$ cat config.mk
export PLATFORM = sky130hd
export DESIGN_NAME = freq_sweep_ctrl
export DESIGN_NICKNAME = d
export VERILOG_FILES = /design/src/rtl/freq_gen_pkg.sv /design/src/rtl/sweep_dwell_cnt.sv /design/src/rtl/freq_sweep_ctrl.sv
export SDC_FILE = /design/constraint.sdc
export NUM_CORES = 1
export LEC_CHECK = 0
export CAP_MARGIN = 0
export CORE_AREA = 10 10 146 94
export CTS_CLUSTER_DIAMETER = 40
export DETAILED_ROUTE_END_ITERATION = 16
export DIE_AREA = 0 0 156 104
export PLACE_DENSITY_LB_ADDON = 0.12
export SLEW_MARGIN = 5
export SYNTH_ARGS = -nofsm -noshare
export SYNTH_HDL_FRONTEND = slang
export SYNTH_SLANG_ARGS = --single-unit
$ cat constraint.sdc
create_clock -name clk_in -period 5 [get_ports clk_in]
set_clock_uncertainty 0.05 [all_clocks]
set_input_delay 1.5 -clock clk_in [delete_from_list [all_inputs] [get_ports clk_in]]
set_output_delay 1.5 -clock clk_in [all_outputs]
set_load 0.01 [all_outputs]
$ cat src/rtl/freq_gen_pkg.sv
// Shared types and default widths for the frequency sweep sequencer.
package freq_gen_pkg;

    // Sweep direction states. IDLE means no sweep is in progress.
    typedef enum logic [1:0] {
        IDLE = 2'd0,
        UP   = 2'd1,
        DOWN = 2'd2
    } sweep_state_e;

    localparam int DATA_W  = 8;
    localparam int DWELL_W = 16;

endpackage

$ cat src/rtl/sweep_dwell_cnt.sv
// Dwell timer: counts enabled cycles and flags the cycle in which the
// count equals the terminal value. The count then returns to zero.
module sweep_dwell_cnt #(
    parameter int DwellWidth = 16
) (
    input  logic                  clk_in,
    input  logic                  rst,
    input  logic                  clear,
    input  logic                  enable,
    input  logic [DwellWidth-1:0] terminal,
    output logic                  expire
);

    logic [DwellWidth-1:0] r_cnt;

    assign expire = enable && (r_cnt == terminal);

    // Count enabled cycles and wrap back to zero on expiry. Clear takes priority.
    always_ff @(posedge clk_in or negedge rst) begin
        if (!rst) begin
            r_cnt <= '0;
        end else if (clear) begin
            r_cnt <= '0;
        end else if (enable) begin
            if (expire) begin
                r_cnt <= '0;
            end else begin
                r_cnt <= r_cnt + DwellWidth'(1);
            end
        end
    end

endmodule

$ cat src/rtl/freq_sweep_ctrl.sv
// Sweep sequencer for freq_gen. It steps a tuning word between two endpoints,
// holding each word for dwell+1 cycles. The sweep runs once (one-shot) or
// bounces between the endpoints until aborted (continuous).
//
// Handshake: start is a level sampled only in IDLE; the sweep is accepted on
// the first clock edge where start=1 and abort=0. busy stays high from the
// next cycle until the sweep ends. All outputs are registered.
module freq_sweep_ctrl
    import freq_gen_pkg::*;
#(
    parameter int DataWidth  = DATA_W,
    parameter int DwellWidth = DWELL_W
) (
    input  logic                  clk_in,
    input  logic                  rst,
    input  logic                  start,
    input  logic                  abort,
    input  logic                  continuous,
    input  logic [DataWidth-1:0]  f_start,
    input  logic [DataWidth-1:0]  f_stop,
    input  logic [DataWidth-1:0]  f_step,
    input  logic [DwellWidth-1:0] dwell,
    output logic [DataWidth-1:0]  freq_sel,
    output logic                  freq_upd,
    output logic                  busy,
    output logic                  done,
    output sweep_state_e          dbg_state
);

    // Registered state and outputs
    sweep_state_e          r_state;
    logic [DataWidth-1:0]  r_freq_sel;
    logic                  r_upd;
    logic                  r_busy;
    logic                  r_done;

    // Configuration latched at start. Endpoints are kept as low/high, so the
    // target is simply r_hi going UP and r_lo going DOWN.
    logic [DataWidth-1:0]  r_lo;
    logic [DataWidth-1:0]  r_hi;
    logic [DataWidth-1:0]  r_step;
    logic [DwellWidth-1:0] r_dwell;
    logic                  r_cont;

    // Next-state signals
    sweep_state_e          w_state_nxt;
    logic [DataWidth-1:0]  w_freq_nxt;
    logic                  w_busy_nxt;
    logic                  w_done_nxt;
    logic                  w_latch;
    logic                  w_cnt_clr;
    logic                  w_expire;
    logic [DataWidth-1:0]  w_target;

    // Step one increment toward target. The sum is one bit wider so that
    // overshoot or underflow is caught and clamped instead of wrapping.
    function automatic logic [DataWidth-1:0] f_advance(
        input logic [DataWidth-1:0] cur,
        input logic [DataWidth-1:0] step,
        input logic [DataWidth-1:0] target,
        input logic                 up
    );
        logic [DataWidth:0] sum;
        logic [DataWidth-1:0] res;
        if (up) begin
            sum = {1'b0, cur} + {1'b0, step};
            res = (sum > {1'b0, target}) ? target : sum[DataWidth-1:0];
        end else begin
            sum = {1'b0, cur} - {1'b0, step};
            res = (sum[DataWidth] || (sum < {1'b0, target})) ? target : sum[DataWidth-1:0];
        end
        return res;
    endfunction

    sweep_dwell_cnt #(
        .DwellWidth (DwellWidth)
    ) u_dwell (
        .clk_in   (clk_in),
        .rst      (rst),
        .clear    (w_cnt_clr),
        .enable   (r_state != IDLE),
        .terminal (r_dwell),
        .expire   (w_expire)
    );

    assign w_target = (r_state == DOWN) ? r_lo : r_hi;

    // Next-state logic: accept sweeps, step on dwell expiry, reverse or finish at the target
    always_comb begin
        w_state_nxt = r_state;
        w_freq_nxt  = r_freq_sel;
        w_busy_nxt  = r_busy;
        w_done_nxt  = 1'b0;
        w_latch     = 1'b0;
        w_cnt_clr   = 1'b0;
        case (r_state)
            IDLE: begin
                w_cnt_clr = 1'b1;
                if (start && !abort) begin
                    w_latch     = 1'b1;
                    w_state_nxt = (f_stop >= f_start) ? UP : DOWN;
                    w_freq_nxt  = f_start;
                    w_busy_nxt  = 1'b1;
                end
            end
            UP, DOWN: begin
                if (abort) begin
                    w_state_nxt = IDLE;
                    w_busy_nxt  = 1'b0;
                    w_cnt_clr   = 1'b1;
                end else if (w_expire) begin
                    if (r_freq_sel == w_target) begin
                        if (!r_cont) begin
                            w_state_nxt = IDLE;
                            w_busy_nxt  = 1'b0;
                            w_done_nxt  = 1'b1;
                            w_cnt_clr   = 1'b1;
                        end else if (r_lo != r_hi) begin
                            // Reverse and take the first step away in the same advance
                            if (r_state == UP) begin
                                w_state_nxt = DOWN;
                                w_freq_nxt  = f_advance(r_freq_sel, r_step, r_lo, 1'b0);
                            end else begin
                                w_state_nxt = UP;
                                w_freq_nxt  = f_advance(r_freq_sel, r_step, r_hi, 1'b1);
                            end
                        end
                    end else begin
                        w_freq_nxt = f_advance(r_freq_sel, r_step, w_target, r_state == UP);
                    end
                end
            end
            default: begin
                w_state_nxt = IDLE;
                w_busy_nxt  = 1'b0;
                w_cnt_clr   = 1'b1;
            end
        endcase
    end

    // State and output registers. freq_upd flags only a real change of freq_sel.
    always_ff @(posedge clk_in or negedge rst) begin
        if (!rst) begin
            r_state    <= IDLE;
            r_freq_sel <= '0;
            r_upd      <= 1'b0;
            r_busy     <= 1'b0;
            r_done     <= 1'b0;
        end else begin
            r_state    <= w_state_nxt;
            r_freq_sel <= w_freq_nxt;
            r_upd      <= (w_freq_nxt != r_freq_sel);
            r_busy     <= w_busy_nxt;
            r_done     <= w_done_nxt;
        end
    end

    // Configuration latch. It is only loaded when a sweep is accepted, so input changes while busy are ignored.
    always_ff @(posedge clk_in or negedge rst) begin
        if (!rst) begin
            r_lo    <= '0;
            r_hi    <= '0;
            r_step  <= DataWidth'(1);
            r_dwell <= '0;
            r_cont  <= 1'b0;
        end else if (w_latch) begin
            r_lo    <= (f_stop >= f_start) ? f_start : f_stop;
            r_hi    <= (f_stop >= f_start) ? f_stop : f_start;
            r_step  <= (f_step == '0) ? DataWidth'(1) : f_step;
            r_dwell <= dwell;
            r_cont  <= continuous;
        end
    end

    assign freq_sel  = r_freq_sel;
    assign freq_upd  = r_upd;
    assign busy      = r_busy;
    assign done      = r_done;
    assign dbg_state = r_state;

endmodule

# After elaboration in Yosys (flattened, before gate mapping)
# Index checks and enable logic that the tools add are counted.
op_classes:
  add_sub_neg: 3
  order_cmp: 5
  eq_ne: 11
  muxes: 44
  reduce_logical: 12
ops:
  columns: ["operator", "count"]
  rows:
  - ["$mux 8", 16]
  - ["$mux 16", 3]
  - ["$gt 9x8->1", 2]
  - ["$lt 9x8->1", 2]
  - ["$add 16x1->16 const B", 1]
  - ["$eq 16x16->1", 1]
  - ["$mux 2", 8]
  - ["$ne 8x8->1", 2]
  - ["$pmux 8 s2", 1]
  - ["$mux 1", 14]
  - ["$add 8x8->9", 1]
  - ["$sub 8x8->9", 1]
  - ["$eq 8x8->1", 1]
  - ["$ge 8x8->1", 1]
  - ["$logic_not 8->1", 1]
  - ["$reduce_and 4->1", 2]
  - ["$ne 3x3->1 const B", 2]
  - ["$ne 4x4->1 const B", 1]
  - ["$pmux 2 s2", 1]
  - ["$reduce_bool 2->1", 2]
  - ["$ne 3x2->1 const B", 1]
  - ["$eq 2x1->1 const B", 1]
  - ["$eq 2x2->1 const B", 1]
  - ["$logic_and 1x1->1", 2]
  - ["other kinds (6)", 7]
totals:
  reg_bits: 70
  in_bits: 45
  output_inout_bits: 13
  word_cells: 86

# Logic depth before layout (Yosys ltp)
depth:
  word_depth: 12
  ltp_mapped: 21
  mapped_depth_nobuf: 20

# By module
# A second synthesis with hierarchy kept.
unflattened:
  cells_unflattened: 813
  area_unflattened_um2: 6656.4
by_module_without_submodules:
  columns: ["mod", "instances", "cells_per_inst", "area_each_um2", "seq_area_each_um2"]
  rows:
  - ["freq_sweep_ctrl", 1, 691, 5569.1, 1352.5]
  - ["sweep_dwell_cnt", 1, 122, 1087.3, 400.4]

# Worst setup path after synthesis
# OpenSTA, ideal clock, no wires.
synth_path:
  path_type: "reg2reg"
  start: "register r_freq_sel[4], in the netlist freq_sel[4]"
  end: "register r_upd, in the netlist freq_upd"
  setup_ps: 140
  t_arrival_ps: 4411
  required_time_ps: 4810
  path_slack_ps: 399
  path_stages_with_launch: 18
  n_path_buf: 1
  period_less_slack_ps: 4601
  path_cell_list: "dfrtp_1 > ha_1 > buf_2 > or2_2 > a221o_1 > nand2_1 > xnor2_1 > ha_1 > nand4_1 > a21oi_1 > o41ai_2 > nand2_1 > and3_1 > nor4_4 > nor3_1 > or4_1 > nor4_1 > nand4_1"
synth_between:
  elab_chain_len: 12
  word_cells_on_any_way: 23
  classes_between: "add/sub (2); order compare (4); eq/ne (2); mux (13); reduce/logical (2)"
synth_rtl:
  columns: ["item", "line_no", "text"]
  rows:
  - ["start: declaration", "freq_sweep_ctrl.sv:32", "logic [DataWidth-1:0] r_freq_sel;"]
  - ["start signal: assignment", "freq_sweep_ctrl.sv:151", "r_freq_sel <= w_freq_nxt;"]
  - ["$sub 8x8->9", "freq_sweep_ctrl.sv:69", "sum = {1'b0, cur} - {1'b0, step};"]
  - ["$lt 9x8->1", "freq_sweep_ctrl.sv:70", "res = (sum[DataWidth] || (sum < {1'b0, target})) ? target : sum[DataWidth-1:0];"]
  - ["$logic_or 1x1->1", "freq_sweep_ctrl.sv:70", null]
  - ["$mux 8", "freq_sweep_ctrl.sv:70", null]
  - ["$mux 8", "freq_sweep_ctrl.sv:120", "if (r_state == UP) begin"]
  - ["$mux 8", "freq_sweep_ctrl.sv:118", "end else if (r_lo != r_hi) begin"]
  - ["$mux 8", "freq_sweep_ctrl.sv:113", "if (!r_cont) begin"]
  - ["$mux 8", "freq_sweep_ctrl.sv:112", "if (r_freq_sel == w_target) begin"]
  - ["$mux 8", "freq_sweep_ctrl.sv:111", "end else if (w_expire) begin"]
  - ["$mux 8", "freq_sweep_ctrl.sv:107", "if (abort) begin"]
  - ["$pmux 8 s2", "freq_sweep_ctrl.sv:96", "case (r_state)"]
  - ["$ne 8x8->1 *", "freq_sweep_ctrl.sv:152", "r_upd <= (w_freq_nxt != r_freq_sel);"]
  - ["end signal: assignment", "freq_sweep_ctrl.sv:152", null]
  - ["end: declaration", "freq_sweep_ctrl.sv:33", "logic r_upd;"]
# Mark *: on every way between the ends. The rest lies on a longest branch, timed or not.
# A chain may end at the register's enable or synchronous reset.

# Final worst setup path
layout_path:
  start: "register r_step[0]"
  end: "register r_upd, in the netlist freq_upd"
layout_between:
  elab_chain_len: 12
  word_cells_on_any_way: 21
  classes_between: "add/sub (2); order compare (4); eq/ne (1); mux (12); reduce/logical (2)"
layout_rtl:
  columns: ["item", "line_no", "text"]
  rows:
  - ["start: declaration", "freq_sweep_ctrl.sv:41", "logic [DataWidth-1:0] r_step;"]
  - ["start signal: assignment", "freq_sweep_ctrl.sv:163", "r_step <= DataWidth'(1);"]
  - ["start signal: assignment", "freq_sweep_ctrl.sv:169", "r_step <= (f_step == '0) ? DataWidth'(1) : f_step;"]
  - ["$sub 8x8->9", "freq_sweep_ctrl.sv:69", null]
  - ["$lt 9x8->1", "freq_sweep_ctrl.sv:70", null]
  - ["$logic_or 1x1->1", "freq_sweep_ctrl.sv:70", null]
  - ["$mux 8", "freq_sweep_ctrl.sv:70", null]
  - ["$mux 8", "freq_sweep_ctrl.sv:120", null]
  - ["$mux 8", "freq_sweep_ctrl.sv:118", null]
  - ["$mux 8", "freq_sweep_ctrl.sv:113", null]
  - ["$mux 8 *", "freq_sweep_ctrl.sv:112", null]
  - ["$mux 8 *", "freq_sweep_ctrl.sv:111", null]
  - ["$mux 8 *", "freq_sweep_ctrl.sv:107", null]
  - ["$pmux 8 s2 *", "freq_sweep_ctrl.sv:96", null]
  - ["$ne 8x8->1 *", "freq_sweep_ctrl.sv:152", null]
# Marked as above.

==> impl_table.tex <==
\begin{tabular}{lr}
\hline
Metric & Value \\
\hline
\multicolumn{2}{l}{\textbf{Routing}} \\
Antenna Violating Nets Remaining & 0 \\
Wire per inst & 23.0 microns \\
Routed via count divided by cell count & 6.59 \\
Total via count in the routed design & 6806 \\
Drt first-iter violations & 737 \\
Number of remaining DRC errors & 0 \\
Initial DRT Pass Iterations & 6 \\
Detailed Route WL & 23.7 mm \\
\multicolumn{2}{l}{\textbf{Global routing}} \\
Initial antenna violation count & 0 \\
Congestion Overflow GR & 0 \\
Via count of the first global-routing pass & 6429 \\
Largest net degree at the start of global routing & 51 \\
Global-route usage over all layers & 28.4\% \\
Wire length of the first global-routing pass & 36.5 mm \\
\multicolumn{2}{l}{\textbf{Floorplanning}} \\
Number of placed I/O pins & 58 \\
Standard-cell row count & 30 \\
DIE HEIGHT & 104 microns \\
Total core area & 11100 sq um \\
Die width & 156 microns \\
Total Die Area & 16200 sq um \\
Starting density of the core & 58.1\% \\
\multicolumn{2}{l}{\textbf{Yosys}} \\
Number of nets in the synthesized netlist & 888 \\
Sequential-to-total area share from yosys stat & 27.3\% \\
Fraction of registers with async set/reset & 100\% \\
Main flop type after synthesis & dfrtp\_1 \\
Count of state elements after synthesis & 70 \\
Count of distinct cell types in the synthesized netlist & 83 \\
Post-Syn Area & 6430 sq um \\
Post-synthesis average cell area & 8.23 sq um \\
Number of standard cells after synthesis & 782 \\
Total of warnings raised by yosys & 0 \\
Number of synthesized flops with an enable pin & 0 \\
\multicolumn{2}{l}{\textbf{Timing}} \\
Hold Fails Final Rpt & 0 \\
Period minus WS final & 4.95 ns \\
Final Cycle Share & 99.1\% \\
Actual slew at the worst max-slew pin & 1.02 ns \\
Final setup vio count & 0 \\
RSZ-0062 raised after global routing & true \\
Number of max-slew violations in the final report & 0 \\
Worst rel slew slack & 32.1\% \\
Maximum clock rate & 202 MHz \\
Hold WS & 0.460 ns \\
\multicolumn{2}{l}{\textbf{Worst setup path}} \\
Kind of cell adding the most delay to the critical path & compound AO/OA/AOI/OAI gates \\
Critical Path AT & 5.11 ns \\
Critical-path top delay cell & dfstp\_2 \\
Cell Chain, Critical Path & ha\_4 > inv\_2 > fa\_2 > a211oi\_2 > nor2\_2 > o21a\_1 > nor2\_2 > xnor2\_2 > ha\_1 > a2111oi\_4 > buf\_4 > a32o\_2 > nor2\_4 > o211ai\_1 > a32oi\_2 > buf\_4 > and3\_4 > or4\_4 > nor4\_4 > nand4\_1 \\
Setup CP Type & reg -> reg \\
Required time of the critical path & 5.15 ns \\
Critical path's largest stage delay & 0.57 ns \\
Crit path buffers/inverters & 3 \\
Maximum fanout along the worst path & 3 \\
Crit path capture type & flop \\
CP Launch Type & flop \\
\multicolumn{2}{l}{\textbf{Clock tree}} \\
CTS tree & done \\
Clk\_lat worst skew & 0.34 ns \\
Number of buffers created by CTS & 9 \\
H-Tree Depth & 3 \\
Worst-path clk slew & 0.06 ns \\
CTS root buffer & clkbuf\_16 \\
CTS Sinks & 70 \\
Maximum buffer depth of the clock tree & 2 \\
\multicolumn{2}{l}{\textbf{Final layout}} \\
Area growth, synth to finish & 24.6\% \\
Proportion of layout cells with a drive suffix above 1 & 15.7\% \\
Top library cells by usage in the layout, fill and taps aside & 117 x nand2\_1, 68 x dfrtp\_1, 66 x buf\_4, 57 x o21ai\_0 \\
Most common cell after layout, fill and taps aside & nand2\_1 \\
Antenna diode count & 0 \\
Final Net Count & 991 \\
\multicolumn{2}{l}{\textbf{Hold path}} \\
Worst min-delay path category & reg -> reg \\
\multicolumn{2}{l}{\textbf{Placed design}} \\
Number of buffer cells added on primary ports & 57 \\
HPWL after detailed placement & 18.5 mm \\
Routability-driven placement congestion ratio & 1.02 \\
\multicolumn{2}{l}{\textbf{Flow run}} \\
Max-capacitance violation count & 0 \\
\multicolumn{2}{l}{\textbf{Outcome}} \\
Outcome & completed \\
\hline
\end{tabular}
## repair_timing
action	4_1_cts	5_1_grt
gates resized for setup	4	43
hold buffers	0	0
setup endpoints to repair	1	3
setup buffers	0	9
endpoints found under the hold margin	0	0
pin swaps	0	27
## sequential cells by signal, summed over array words and instances, names as in the netlist
| name | count |
|---|---|
| r_lo | 8 |
| dbg_state | 2 |
| r_hi | 8 |
| r_step | 8 |
| freq_upd | 1 |
| done | 1 |
| u_dwell.r_cnt | 16 |
| busy | 1 |
| r_dwell | 16 |
| freq_sel | 8 |
| r_cont | 1 |
## path summary, 6_finish.rpt
kind	startpoint	end	slack, ns	cells past startpoint
max in group asynchronous	rst	r_lo[1]	2.76	2
setup reg to reg	r_step[0]	freq_upd	0.05	20
hold / removal	r_dwell[2]	r_dwell[2]	0.46	2
hold reg to reg	r_dwell[2]	r_dwell[2]	0.46	2
min in group asynchronous	rst	r_step[4]	1.29	1
setup / recovery	r_step[0]	freq_upd	0.05	20
## final cells by class
| class | instances | area (sq um) |
|---|---|---|
| Inverter | 52 | 195 |
| Fill cell | 825 | 3060 |
| Sequential cell | 70 | 1750 |
| Clock inverter | 6 | 63.8 |
| Clock buffer | 9 | 225 |
| Multi-Input combinational cell | 628 | 4530 |
| Timing Repair Buffer | 124 | 1070 |
| Tap cell | 144 | 180 |
## metrics by stage
step	instance area [sq um]	cells	setup WS, ns	TNS, ns	util, %
after global placement	7480	1009	0.186	0	67.5
final	8020	1033	0.0467	0	72.4
after floorplan	6430	782	0.399	0	-
after detailed placement	7480	1009	-0.130	-0.130	67.5
after global routing	8020	1033	-0.140	-0.140	72.4
after CTS	7780	1024	0.0177	0	70.3
## tightest hold or removal path: stages, from the launching register on
cell and delay, ns:
dfrtp_1 0.36, nand2_1 0.06, nand2_1 0.06
## cell families (layout without fill, tap and decap cells)
group                    after synthesis  after routing  share of synthesized area (%)
XOR/XNOR                              52             52                           7.08
adder cells (fa/ha/maj)               61             61                           12.1
buffers and inverters                 84            191                           5.23
multiplexers                          31             31                           5.25
AO/OA/AOI/OAI                        204            204                           22.1
flip-flops                            70             70                           27.3
AND/OR/NAND/NOR                      280            280                           21.0
## synthesized netlist by cell type, types with 3 or more instances
| master | instances | area [sq um] |
|---|---|---|
| nand2_1 | 117 | 439 |
| dfrtp_1 | 69 | 1730 |
| o21ai_0 | 61 | 305 |
| ha_1 | 59 | 738 |
| nor2_1 | 51 | 191 |
| inv_1 | 50 | 188 |
| a21oi_1 | 34 | 170 |
| xor2_1 | 28 | 245 |
| clkbuf_1 | 25 | 93.8 |
| mux2i_1 | 24 | 240 |
| xnor2_1 | 24 | 210 |
| nor3_1 | 17 | 85.1 |
| nand3_1 | 15 | 75.1 |
| nand4_1 | 15 | 93.8 |
| nor4_1 | 10 | 62.6 |
| o211ai_1 | 10 | 75.1 |
| a211oi_1 | 9 | 67.6 |
| a21o_1 | 9 | 67.6 |
| nor2b_1 | 8 | 50.1 |
| and3_1 | 7 | 43.8 |
| nand2b_1 | 7 | 43.8 |
| o31ai_1 | 7 | 52.6 |
| a2111oi_0 | 6 | 52.6 |
| or4_1 | 6 | 45.0 |
| a31oi_1 | 5 | 31.3 |
| buf_2 | 5 | 25.0 |
| or3_1 | 5 | 31.3 |
| a311oi_1 | 4 | 35.0 |
| a32oi_1 | 4 | 35.0 |
| o221ai_1 | 4 | 35.0 |
| a21boi_0 | 3 | 22.5 |
| a221o_1 | 3 | 30.0 |
| a22o_1 | 3 | 26.3 |
| and4_1 | 3 | 26.3 |
| mux2_2 | 3 | 33.8 |
| mux2i_2 | 3 | 41.3 |
| o2111ai_1 | 3 | 26.3 |
| o21a_1 | 3 | 22.5 |
| o22a_1 | 3 | 26.3 |
| or2_2 | 3 | 18.8 |
## per-layer routing
| metal | GRT usage (%) | part of all wire (%) | vias up |
|---|---|---|---|
| met4 | 5.24 | 2.1 | 0 |
| li1 | - | - | 3046 |
| met2 | 39.3 | 40 | 454 |
| met5 | 0 | 0 | - |
| met3 | 9.38 | 14 | 71 |
| met1 | 41.6 | 44 | 3235 |
Power is left out: the tool's default activity adds up to more than one toggle a clock period on the data nets, which glitch-free logic cannot reach.
